===== config.mk =====
export PLATFORM = sky130hd
export DESIGN_NAME = branch_resolve_queue
export DESIGN_NICKNAME = d
export VERILOG_FILES = /design/src/rtl/bp_pkg.sv /design/src/rtl/brq_fifo.sv /design/src/rtl/branch_resolve_queue.sv
export SDC_FILE = /design/constraint.sdc
export NUM_CORES = 1
export LEC_CHECK = 0
export CORE_MARGIN = 1.5
export CORE_UTILIZATION = 24
export CTS_CLUSTER_DIAMETER = 100
export DETAILED_ROUTE_END_ITERATION = 8
export HOLD_SLACK_MARGIN = 0.02
export SLEW_MARGIN = 40
export SYNTH_ARGS = -nofsm -noshare
export SYNTH_HDL_FRONTEND = slang
export SYNTH_SLANG_ARGS = --single-unit

===== constraint.sdc =====
create_clock -name CLK -period 3.8 [get_ports CLK]
set_input_delay 0.76 -clock CLK [delete_from_list [all_inputs] [get_ports CLK]]
set_output_delay 0.76 -clock CLK [all_outputs]
set_load 0.05 [all_outputs]

===== src/rtl/bp_pkg.sv =====
// Types and constants shared by the branch resolve queue and the 2-bit predictor table.
package bp_pkg;

    localparam int PC_W    = 32;
    localparam int IDX_LSB = 2;
    localparam int IDX_MSB = 11;

    typedef struct packed {
        logic [PC_W-1:0] pc;
        logic            pred;
    } brq_rec_t;

    typedef enum logic {
        RUN   = 1'b0,
        DRAIN = 1'b1
    } brq_state_e;

endpackage


===== src/rtl/brq_fifo.sv =====
// Generic DEPTH-entry circular buffer with push, pop, flush and a saturating occupancy count.
module brq_fifo #(
    parameter int DEPTH = 4,
    parameter int WIDTH = 33
) (
    input  logic                       clk,
    input  logic                       rst_n,
    input  logic                       push_i,
    input  logic [WIDTH-1:0]           push_data_i,
    input  logic                       pop_i,
    input  logic                       flush_i,
    output logic [WIDTH-1:0]           head_o,
    output logic [$clog2(DEPTH+1)-1:0] count_o,
    output logic                       full_o,
    output logic                       empty_o
);

    localparam int PTR_W = $clog2(DEPTH);
    localparam int CNT_W = $clog2(DEPTH+1);

    logic [WIDTH-1:0] mem_q [DEPTH];
    logic [PTR_W-1:0] wr_ptr_q, wr_ptr_d;
    logic [PTR_W-1:0] rd_ptr_q, rd_ptr_d;
    logic [CNT_W-1:0] count_q, count_d;
    logic             push_ok, pop_ok;

    assign full_o  = (count_q == CNT_W'(DEPTH));
    assign empty_o = (count_q == '0);
    assign push_ok = push_i & ~full_o & ~flush_i;
    assign pop_ok  = pop_i & ~empty_o;
    assign head_o  = mem_q[rd_ptr_q];
    assign count_o = count_q;

    always_comb begin
        // NOTE: every next-state value gets a default first so no latch is inferred.
        wr_ptr_d = wr_ptr_q;
        rd_ptr_d = rd_ptr_q;
        count_d  = count_q;
        if (flush_i) begin
            rd_ptr_d = wr_ptr_q;
            count_d  = '0;
        end else begin
            if (push_ok) wr_ptr_d = wr_ptr_q + PTR_W'(1);
            if (pop_ok)  rd_ptr_d = rd_ptr_q + PTR_W'(1);
            case ({push_ok, pop_ok})
                2'b10:   count_d = count_q + CNT_W'(1);
                2'b01:   count_d = count_q - CNT_W'(1);
                default: count_d = count_q;
            endcase
        end
    end

    always_ff @(posedge clk or negedge rst_n) begin
        if (!rst_n) begin
            wr_ptr_q <= '0;
            rd_ptr_q <= '0;
            count_q  <= '0;
        end else begin
            // NOTE: sequential state uses non-blocking assignments only.
            wr_ptr_q <= wr_ptr_d;
            rd_ptr_q <= rd_ptr_d;
            count_q  <= count_d;
        end
    end

    // NOTE: storage is not reset; occupancy alone decides which entries are meaningful.
    always_ff @(posedge clk) begin
        if (push_ok) mem_q[wr_ptr_q] <= push_data_i;
    end

endmodule


===== src/rtl/branch_resolve_queue.sv =====
// In-order branch record queue between fetch and execute; issues predictor updates,
// flags mispredictions and ignores wrong-path traffic for a fixed drain window.
module branch_resolve_queue
    import bp_pkg::*;
#(
    parameter int DEPTH        = 4,
    parameter int DRAIN_CYCLES = 3
) (
    input  logic                       CLK,
    input  logic                       RESET,
    input  logic                       FetchBranch,
    input  logic [PC_W-1:0]            FetchPC,
    input  logic                       FetchPred,
    output logic                       Stall,
    input  logic                       ResolveValid,
    input  logic                       ResolveTaken,
    input  logic [PC_W-1:0]            ResolvePC,
    output logic                       UpdBranch,
    output logic                       UpdTaken,
    output logic [PC_W-1:0]            UpdPC,
    output logic                       Mispredict,
    output logic [$clog2(DEPTH+1)-1:0] Count,
    output logic                       Error
);

    localparam logic [3:0] DRAIN_LOAD = 4'(DRAIN_CYCLES);

    brq_state_e      state_q;
    logic [3:0]      drain_q;
    logic            upd_branch_q, upd_taken_q, mispredict_q;
    logic [PC_W-1:0] upd_pc_q;
    logic            error_q, error_d;

    brq_rec_t        head, push_rec;
    logic            full, empty;
    logic            run, pop_ok, mis_now, push_req;

    assign run      = (state_q == RUN);
    assign pop_ok   = run & ResolveValid & ~empty;
    assign mis_now  = pop_ok & (head.pred != ResolveTaken);
    // A mispredicting resolve squashes the queue, so a same-cycle push is wrong-path.
    assign push_req = run & FetchBranch & ~mis_now;
    assign push_rec = '{pc: FetchPC, pred: FetchPred};
    assign error_d  = error_q | (run & ResolveValid & (empty | (ResolvePC != head.pc)));

    brq_fifo #(
        .DEPTH (DEPTH),
        .WIDTH ($bits(brq_rec_t))
    ) u_fifo (
        .clk         (CLK),
        .rst_n       (RESET),
        .push_i      (push_req),
        .push_data_i (push_rec),
        .pop_i       (pop_ok),
        .flush_i     (mis_now),
        .head_o      (head),
        .count_o     (Count),
        .full_o      (full),
        .empty_o     (empty)
    );

    always_ff @(posedge CLK or negedge RESET) begin
        if (!RESET) begin
            state_q      <= RUN;
            drain_q      <= '0;
            upd_branch_q <= 1'b0;
            upd_taken_q  <= 1'b0;
            upd_pc_q     <= '0;
            mispredict_q <= 1'b0;
            error_q      <= 1'b0;
        end else begin
            upd_branch_q <= pop_ok;
            upd_taken_q  <= pop_ok & ResolveTaken;
            upd_pc_q     <= pop_ok ? head.pc : '0;
            mispredict_q <= mis_now;
            error_q      <= error_d;
            case (state_q)
                RUN: begin
                    if (mis_now) begin
                        state_q <= DRAIN;
                        drain_q <= DRAIN_LOAD;
                    end
                end
                DRAIN: begin
                    drain_q <= drain_q - 4'd1;
                    if (drain_q == 4'd1) state_q <= RUN;
                end
            endcase
        end
    end

    assign Stall      = full;
    assign UpdBranch  = upd_branch_q;
    assign UpdTaken   = upd_taken_q;
    assign UpdPC      = upd_pc_q;
    assign Mispredict = mispredict_q;
    assign Error      = error_q;

endmodule


==> results by group, run 1 <==
Timing
  • Final max-slew violation count: 0
  • Clk_skew: between 10 and 15 ps
  • Sum Neg Setup Slack: 0 ps
  • Final setup viols: 0
  • Count of final hold-check violations: 0
  • Post-layout min period: about 3100 ps
  • Slew @ Worst Pin: 851 ps
  • RSZ-0062 raised after global routing: false
  • Max_slew headroom: 42.7%
  • Final worst-path cycle share: 82.3%
  • Fmax: 320 MHz

Detailed routing
  • 1st-pass router iterations: 4
  • DRT antenna net count: 0
  • DRC Markers: 0
  • WL/cell: about 18 µm
  • WL final: roughly 16000 µm
  • Drt initial violations: 245
  • Vias per std cell: around 4.2
  • Via Count: 3799

Synthesis
  • XOR/XNOR Fraction of Synth Area: ~4.4%
  • Mean Syn Cell Area: roughly 18 µm²
  • Async SR Flop Fraction: 26.7%
  • Post-Synth Adder-Cell Area: 1.34%
  • Mapped Area: 7080 µm²
  • Post-synthesis mux area share: between 10% and 20%
  • Synth Register Bits: 180
  • Post-Syn Nets: 469
  • Post-synth EDFFs: 132
  • Synth Instances: slightly below 400
  • Synth warnings: 0
  • Synth cell types: between 40 and 50
  • Main combinational cell family by area after synthesis: multiplexers
  • Most used DFF post-synth: edfxtp_1
  • Synth Area in Simple Gates: 6.08%
  • Synth Area in Compound Gates: under 10%
  • Post-synthesis sequential area ratio: around 73%

Hold path
  • Hold Path Class: in -> async

CTS
  • H-tree depth: 4
  • Root Buffer: clkbuf_16
  • Clock latency on the worst-skew pair: 430 ps
  • Clk slew on worst S/H paths: roughly 70 ps
  • Setup Fix Bufs, Post-CTS: 0
  • CTS Buf Count: 17
  • CTS tree: built
  • Post-cts resize count: 0
  • Total clock sinks: between 150 and 200
  • CTS Hold Bufs: 0
  • Clock Tree Buf Depth: 2

Run
  • Max Cap Viol: 0

Critical path
  • Worst Path Required: roughly 4100 ps
  • Slowest CP cell: nor4_1
  • Crit Path Max Fanout: 16
  • Worst Path Arrival: 3440 ps
  • Cell Chain, Critical Path: buf_4 -> mux4_2 -> xnor2_1 -> nand4_1 -> nor4_1 -> o2111ai_1 -> o32a_1
  • Slowest stage delay, CP: between 700 and 800 ps
  • Startpoint Class: flop
  • Kind of critical path: reg -> reg
  • CP Capture Type: flop

Power and ir drop
  • PwrDens: 713 nW/µm²
  • Worst vdd rail ir drop: ~290 µV
  • Leakage: between 3 and 4 nW

Cells and area
  • Final core occ: roughly 32%
  • Register area: ~5200 µm²
  • Number of diodes: 0
  • Fillers: between 2000 and 3000
  • # nets final: between 500 and 600
  • Multi-input logic area: 1810 µm²
  • Area growth syn-to-layout: 31.4%
  • Layout cells sized above 1: around 15%

Die
  • Core Rows: slightly above 60
  • Die ar.: just over 30000 µm²
  • Boundary Pins: between 100 and 150
  • Core Box Area: 28900 µm²
  • Die Wd: 175 µm
  • Initial core utilization: about a quarter
  • DIE HEIGHT: 175 µm

Run status
  • Status: completed

Placement
  • IO buf count: between 100 and 150
  • HPWL after detailed placement: roughly 11000 µm
  • GP Congestion: 0.701

GRT
  • Grt total ovfl: 0
  • First-pass GRT wire length: about 25000 µm
  • Pin count of the biggest net entering global routing: 40
  • Vias in the first global route: about 4100
  • Initial antenna violation count: 0
  • GRT Total Usage: approximately 11%
final cells by class:
type,instances,share of cell area (%)
inverters,8,0.323
flip-flops and latches,180,55.6
well taps,384,5.17
repair buffers,121,13.2
clock buffers,17,4.57
clock inverters,15,1.75
multi-input cells,189,19.4
path summary, 6_finish.rpt:
kind                               startpoint          to  slack, ps  cells past startpoint
max                        u_fifo.rd_ptr_q[0]       Error        670                      7
min                                     RESET    UpdPC[2]        330                      1
max reg2reg                u_fifo.rd_ptr_q[0]       Error        670                      7
min reg2reg                        drain_q[3]  drain_q[3]        500                      1
max in group asynchronous               RESET   UpdPC[28]       2870                      2
min in group CLK                   drain_q[3]  drain_q[3]        500                      1
state kept, by name (all words and copies together), names as in the netlist:
name,flops
UpdTaken,1
state_q,1
u_fifo.wr_ptr_q,2
u_fifo.mem_q,132
UpdBranch,1
UpdPC,32
drain_q,4
u_fifo.count_o,3
Error,1
u_fifo.rd_ptr_q,2
Mispredict,1
routing by layer:
| layer | GRT usage (%) | part of all wire, % | wire length, µm |
|---|---|---|---|
| met1 | 14.2 | 44 | 7020 |
| met2 | 17.8 | 50 | 8010 |
| met3 | 3.26 | 5.5 | 880 |
| met4 | 3.21 | 1.1 | 182 |
| met5 | 0 | 0 | 0 |
stage by stage:
stage | setup WS (ps) | total power, mW | instances | cell area, µm² | hold WS, ps
2_1_floorplan | 267 | 4.20 | 392 | 7080 | 446
3_3_place_gp | 613 | 4.91 | 882 | 8710 | 461
3_5_place_dp | 580 | 4.98 | 882 | 8710 | 492
4_1_cts | 623 | 6.73 | 914 | 9300 | 338
5_1_grt | 467 | 6.98 | 914 | 9300 | 374
6_report | 671 | 6.63 | 914 | 9300 | 330
cells in the mapped netlist (all sizes together), types with 2 or more instances:
cell	count	area, µm²
a211oi	5	37.5
a21oi	3	15.0
and2	36	225
buf	7	53.8
clkbuf	8	30.0
dfrtp	48	1200
edfxtp	132	3960
ha	6	75.1
inv	8	30.0
mux2	2	22.5
mux2i	13	130
mux4	27	608
nand2	12	45.0
nand2b	2	12.5
nand3	2	10.0
nand4	5	31.3
nor2	6	22.5
nor2b	2	12.5
nor3	3	15.0
nor3b	3	22.5
nor4	4	25.0
o21ai	7	35.0
o22ai	2	12.5
xnor2	20	175
xor2	15	139
worst max-delay path, delay by kind of cell, from the launching register on:
| family | cells | cell delay, ps |
|---|---|---|
| muxes | 1 | 580 |
| xor gates and xnor gates | 1 | 170 |
| buffers and inverters | 1 | 330 |
| DFF | 1 | 390 |
| and+or+nand+nor | 2 | 940 |
| AOI/OAI and AO/OA | 2 | 610 |
power by group:
group          internal (mW)  total [mW]  switching [mW]
registers               2.48        2.66           0.179
clock network          0.933        1.74           0.807
logic                  0.914        2.23            1.32
layout by cell type (no fill, tap or decap), types with 2 or more instances in the layout:
master,n
a211oi_1,5
a21oi_1,3
and2_1,32
and2_2,4
buf_12,4
buf_4,9
clkbuf_16,17
clkdlybuf4s50_1,108
clkinv_4,2
clkinv_8,2
dfrtp_1,46
dfrtp_2,2
edfxtp_1,132
ha_1,6
inv_1,6
inv_2,2
inv_6,5
inv_8,2
mux2i_1,13
mux4_2,27
nand2_1,12
nand2b_1,2
nand3_1,2
nand4_1,5
nor2_1,6
nor2b_1,2
nor3_1,3
nor3b_1,3
nor4_1,4
o21ai_0,3
o21ai_1,4
o22ai_1,2
xnor2_1,20
xor2_1,14
logic make-up (layout without fill, tap and decap cells):
group,count (synthesis),in the layout
simple gates,76,76
compound gates,29,29
mux,42,42
buf+inv,23,161
flops,180,180
fa+ha+maj,7,7
xor+xnor,35,35
Power figures use the tool's default switching activity.
==> inputs of run 2 (changes only) <==
==> constraint.sdc (replaced) <==
create_clock -name CLK -period 2.5 [get_ports CLK]
set_input_delay 0.5 -clock CLK [delete_from_list [all_inputs] [get_ports CLK]]
set_output_delay 0.5 -clock CLK [all_outputs]
set_load 0.05 [all_outputs]
==> run 2 against run 1 <==
The run now ends with setup timing left. Global-route usage up 0.14 points. Register-to-register slack got worse by 700 ps. Final cell count up 2.0%. Non-clock buffer count up 18. Setup slack got worse by 700 ps. Critical path depth grew 1. Fmax grew 24%. Sequential power up 51%. Routed wire length increased by 2.3%. Critical path type unchanged. Largest cell class unchanged. Largest power group unchanged.
==> results by group, run 2 (same netlist as run 1, synthesis figures left out) <==
GRT
  • Initial antenna violation count: 0 (unchanged)
  • GRT Total Usage: 11.1% (+0.14 points)
  • First-pass GRT wire length: 25000 µm (+1.5%)
  • Vias in the first global route: 4287 (+5.3%)
  • Pin count of the biggest net entering global routing: 49 (+23%)
  • Grt total ovfl: 0 (unchanged)

Cells and area
  • Layout cells sized above 1: 20.4% (+5.2 points)
  • Leading cell type in the layout, fill and taps excluded: edfxtp_1
  • Max reg flops: 132 (unchanged)
  • Multi-input logic area: 1910 µm² (+5.9%)
  • Fillers: 2756 (-1.3%)
  • Register area: 5170 µm² (about the same)
  • Number of diodes: 0 (unchanged)
  • Area growth syn-to-layout: 35.7%
  • Most frequent cells in the layout: edfxtp_1 (132), clkdlybuf4s50_1 (107), dfrtp_1 (43)
  • Largest register by flop count: u_fifo.mem_q
  • # nets final: 612 (+3.0%)

CTS
  • Total clock sinks: 180 (unchanged)
  • Clock latency on the worst-skew pair: 420 ps (about the same)
  • Clk slew on worst S/H paths: 70 ps (about the same)
  • CTS Buf Count: 17 (unchanged)
  • Clock Tree Buf Depth: 2 (unchanged)
  • CTS tree: built
  • H-tree depth: 4 (unchanged)
  • Root Buffer: clkbuf_16

Critical path
  • Crit Path Max Fanout: 12 (-4)
  • Worst r2r path cells: 8 (+1)
  • CP Capture Type: flop
  • Worst Path Required: 2800 ps (-1310 ps)
  • Startpoint Class: flop
  • Critical path's top delay family: multiplexers
  • Critical path buffer and inverter count: 2 (+1)
  • Worst Path Arrival: 2830 ps (-610 ps)
  • R2r setup slk: -30 ps (-700 ps)
  • Slowest CP cell: mux4_2
  • Reg2Reg Capture Point: Error
  • Kind of critical path: reg -> reg
  • Cell Chain, Critical Path: buf_12 -> mux4_2 -> xnor2_2 -> nand4_1 -> nor4_4 -> buf_4 -> o2111ai_2 -> o32a_1
  • Critical R2R Launch: u_fifo.rd_ptr_q[0]
  • Slowest stage delay, CP: 550 ps (-220 ps)

Placement
  • HPWL after detailed placement: 11300 µm (+0.52%)
  • IO buf count: 109 (unchanged)
  • GP Congestion: 0.730 (+4.2%)
  • Pre-CTS setup slack: -229 ps (-810 ps)

Timing
  • RSZ-0062 raised after global routing: true
  • Post-layout min period: 2530 ps (-598 ps)
  • Clk_skew: 8.17 ps (-2.93 ps)
  • Fmax: 395 MHz (+24%)
  • Final worst-path cycle share: 101% (+19 points)
  • Count of final hold-check violations: 0 (unchanged)
  • Final worst slack: -30.9 ps (-702 ps)
  • Slew @ Worst Pin: 713 ps (-138 ps)
  • Hold slack: 197 ps (-133 ps)
  • Final max-slew violation count: 0 (unchanged)
  • Max_slew headroom: 52.5% (+9.7 points)
  • Final setup viols: 1 (+1)

Die
  • Initial core utilization: 24.5% (unchanged)
  • DIE HEIGHT: 175 µm (unchanged)
  • Core Rows: 62 (unchanged)
  • Die Wd: 175 µm (unchanged)
  • Core Box Area: 28900 µm² (unchanged)
  • Boundary Pins: 110 (unchanged)
  • Die ar.: 30500 µm² (unchanged)

Detailed routing
  • WL final: 16500 µm (+2.3%)
  • 1st-pass router iterations: 4 (unchanged)
  • DRT antenna net count: 0 (unchanged)
  • DRC Markers: 0 (unchanged)
  • Drt initial violations: 273 (+11%)
  • Via Count: 3927 (+3.4%)
  • Vias per std cell: 4.21 (+1.4%)
  • WL/cell: 17.7 µm (+0.31%)

Run status
  • Status: finished with violations
  • Violated checks: setup timing

Power and ir drop
  • Leakage: 3.38 nW (+4.3%)
  • Worst vdd rail ir drop: 493 µV (+70%)
  • PwrDens: 1080 nW/µm² (+52%)

Hold path
  • Hold Path Class: in -> async

Run
  • Max Cap Viol: 0 (unchanged)
## run 2: report_power, final
part | switching [mW] | internal, mW | total, mW | leakage, nW
combinational | 2.15 | 1.66 | 3.82 | 1.29
clock | 1.15 | 1.39 | 2.54 | 0.271
sequential | 0.246 | 3.77 | 4.02 | 1.82
total | 3.56 | 6.82 | 10.4 | 3.38
## run 2: worst max-delay path by stage
stage / startpoint / end / slack [ps] / cells after the start
finish: u_fifo.rd_ptr_q[0] / Error / -30 / 8
global route: u_fifo.rd_ptr_q[0] / Error / -130 / 8
CTS: u_fifo.rd_ptr_q[0] / Error / -60 / 8
detailed placement: u_fifo.rd_ptr_q[0] / Error / -230 / 8
global placement: u_fifo.rd_ptr_q[0] / Error / -190 / 8
floorplan: u_fifo.count_o[2] / u_fifo.count_o[2] / 80 / 7
## run 2: per-layer routing
metal | up-vias | GRT usage (%) | part of all wire, % | wire length [µm]
li1 | 1784 | - | - | -
met1 | 2011 | 13.8 | 43 | 7090
met2 | 116 | 18.6 | 50 | 8210
met3 | 16 | 3.42 | 5.5 | 907
met4 | 0 | 3.42 | 1.5 | 247
met5 | - | 0 | 0 | 0
## run 2: worst register-to-register path, cell delays in order (launching register included)
cell and delay [ps]:
dfrtp_2 430, buf_12 180, mux4_2 560, xnor2_2 200, nand4_1 170, nor4_4 310, buf_4 160, o2111ai_2 90
o32a_1 320
## run 2: area by class of cell
cell class / instances / area share [%]
clock buffers: 18 / 4.47
clock inverters: 14 / 1.33
inverters: 8 / 0.313
multi-input cells: 189 / 19.9
flip-flops and latches: 180 / 53.8
well taps: 384 / 5.00
repair buffers: 139 / 15.1
## run 2: what timing repair did
item                                    CTS  global route
pin swaps                                 4             7
hold buffers                              0             0
buffers inserted                          1             1
gates resized for setup                   7            12
endpoints found under the setup margin    3             2
## run 2: metrics by stage
step | instance area (µm²) | std cells | TNS (ps) | power, mW | utilization [%]
floorplan | 7120 | 392 | 0 | 6.42 | -
global placement | 8950 | 898 | -190 | 7.73 | 31.0
detailed placement | 8950 | 898 | -247 | 7.83 | 31.0
CTS | 9550 | 931 | -60.3 | 10.5 | 33.1
global route | 9610 | 932 | -244 | 10.9 | 33.3
finish | 9610 | 932 | -30.9 | 10.4 | 33.3
==> inputs of run 3 (changes only) <==
--- a/config.mk
+++ b/config.mk
@@ -10,6 +10,7 @@
 export CTS_CLUSTER_DIAMETER = 100
 export DETAILED_ROUTE_END_ITERATION = 8
 export HOLD_SLACK_MARGIN = 0.02
+export REMOVE_ABC_BUFFERS = 1
 export SLEW_MARGIN = 40
 export SYNTH_ARGS = -nofsm -noshare
 export SYNTH_HDL_FRONTEND = slang
==> run 3 against run 2 <==
The flow now finishes without violations. Non-clock buffer count fell by 1. Fmax is 1.5% higher. Cell area shrank 0.40%. Final cell count increased by 0.21%. Clock skew rose by 6.9 ps. Register-to-register slack improved by 40 ps. Via count shrank 0.81%. Routed wire length is essentially flat. Largest cell class unchanged.
==> results by group, run 3 (same netlist as run 1, synthesis figures left out) <==
Run status
  • Status: completed

Detailed routing
  • Drt initial violations: 314 (+15%)
  • DRC Markers: 0 (unchanged)
  • WL/cell: 17.6 µm (-0.26%)
  • 1st-pass router iterations: 4 (unchanged)
  • Via Count: 3895 (-0.81%)
  • WL final: 16500 µm (about the same)
  • Vias per std cell: 4.17 (-1.0%)
  • DRT antenna net count: 0 (unchanged)

CTS
  • Clock Tree Buf Depth: 2 (unchanged)
  • Clock latency on the worst-skew pair: 430 ps (about the same)
  • H-tree depth: 4 (unchanged)
  • Root Buffer: clkbuf_16
  • Clk slew on worst S/H paths: 70 ps (about the same)
  • CTS Hold Bufs: 0 (unchanged)
  • CTS Buf Count: 17 (unchanged)
  • Total clock sinks: 180 (unchanged)
  • CTS tree: built

Cells and area
  • Layout cells sized above 1: 19.9% (-0.51 points)
  • Area growth syn-to-layout: 35.1%
  • Post-route non-filler standard cell count: 934 (+0.21%)
  • Final core occ: 33.2% (-0.13 points)
  • Leading cell type in the layout, fill and taps excluded: edfxtp_1
  • # nets final: 611 (-0.16%)
  • Final Cell Area: 9570 µm² (-0.40%)
  • Max reg flops: 132 (unchanged)
  • Most frequent cells in the layout: edfxtp_1 (132), clkdlybuf4s50_1 (107), dfrtp_1 (46)
  • Largest register by flop count: u_fifo.mem_q

Critical path
  • Levels on crit path: 7 (-1)
  • CP Capture Type: flop
  • Startpoint Class: flop
  • Critical path's top delay family: simple AND/OR/NAND/NOR gates
  • Slowest stage delay, CP: 530 ps (-20 ps)
  • Worst r2r path cells: 7 (-1)
  • Worst Path Required: 2810 ps (about the same)
  • Worst Path Arrival: 2800 ps (-30 ps)
  • Crit Path Max Fanout: 17 (+5)
  • Cell Chain, Critical Path: buf_12 -> buf_6 -> mux4_2 -> xor2_1 -> nor4_2 -> nand4_1 -> o32a_1
  • Critical path buffer and inverter count: 2 (unchanged)
  • Slowest CP cell: mux4_2
  • Kind of critical path: reg -> reg

Timing
  • Final setup viols: 0 (-1)
  • RSZ-0062 raised after global routing: true
  • Final max-slew violation count: 0 (unchanged)
  • Final worst-path cycle share: 99.7% (-1.5 points)
  • Final worst slack: 6.26 ps (+37.2 ps)
  • Sum Neg Setup Slack: 0 ps (+30.9 ps)
  • Fmax: 401 MHz (+1.5%)
  • Clk_skew: 15.0 ps (+6.88 ps)
  • Slew @ Worst Pin: 706 ps (-7.53 ps)
  • Post-layout min period: 2490 ps (-37.2 ps)
  • Max_slew headroom: 53.0% (+0.50 points)
  • Hold slack: 117 ps (-79.9 ps)
  • Count of final hold-check violations: 0 (unchanged)

GRT
  • Initial antenna violation count: 2 (+2)
  • Grt total ovfl: 0 (unchanged)
  • Pin count of the biggest net entering global routing: 34 (-31%)
  • First-pass GRT wire length: 24700 µm (-1.2%)
  • GRT Total Usage: 11.1% (about the same)
  • Vias in the first global route: 4229 (-1.4%)

Hold path
  • Hold Path Class: in -> async

Placement
  • Area post-placement: 8870 µm² (-0.84%)
  • DP Cell Count: 894 (-0.45%)
  • HPWL after detailed placement: 11800 µm (+4.3%)
  • GP Congestion: 0.731 (+0.14%)
  • Pre-CTS setup slack: -191 ps (+38.6 ps)
  • IO buf count: 109 (unchanged)

Die
  • Core Box Area: 28900 µm² (unchanged)
  • Initial core utilization: 24.5% (unchanged)
  • DIE HEIGHT: 175 µm (unchanged)
  • Boundary Pins: 110 (unchanged)
  • Core Rows: 62 (unchanged)
  • Die ar.: 30500 µm² (unchanged)
  • Die Wd: 175 µm (unchanged)

Power and ir drop
  • Worst vdd rail ir drop: 515 µV (+4.4%)
  • Leakage: 3.37 nW (-0.24%)
  • Total power: 10.3 mW (-0.39%)
  • PwrDens: 1080 nW/µm² (about the same)

Run
  • Max Cap Viol: 0 (unchanged)
## run 3: changes by cell type in the layout (fill, tap and decap cells not counted), sizes merged
cell | previous run | this run
clkinv | 6 | 2
clkinvlp | 2 | 1
diode | 0 | 3
dlygate4sd2 | 1 | 0
inv | 13 | 18
## run 3: worst paths after layout
| path | end | slack (ps) | start |
|---|---|---|---|
| worst min-delay path | UpdPC[18] | 120 | RESET |
| worst min register to register | drain_q[3] | 500 | drain_q[3] |
| worst max register to register | Error | 6 | u_fifo.rd_ptr_q[0] |
| worst max-delay path | Error | 6 | u_fifo.rd_ptr_q[0] |
| max in group asynchronous | UpdPC[1] | 1790 | RESET |
| min in group CLK | drain_q[3] | 500 | drain_q[3] |
## run 3: timing repair
action                     CTS  global route
pin swaps                    2             1
resized for setup            8             3
buffers inserted             5             0
setup endpoints to repair    2             2
## run 3: report_power, final
group	internal, mW	total (mW)	switching, mW
Sequential	3.77	3.99	0.226
Combinational	1.61	3.70	2.09
Clock	1.43	2.64	1.21
Total	6.81	10.3	3.53
## run 3: layer usage
metal | share of wire [%] | global-route usage, % | vias up
li1 | - | - | 1783
met1 | 42 | 14.0 | 1965
met2 | 49 | 18.2 | 132
met3 | 8.2 | 3.81 | 15
met4 | 0.98 | 3.10 | 0
met5 | 0 | 0 | -
## run 3: cell type report
class	instances	area, µm²
multi-input cells	189	1870
clock buffers	18	429
fillers	2781	19300
well taps	384	480
flip-flops and latches	180	5170
clock inverters	14	155
diodes	3	7.51
repair buffers	138	1430
inverters	8	30.0
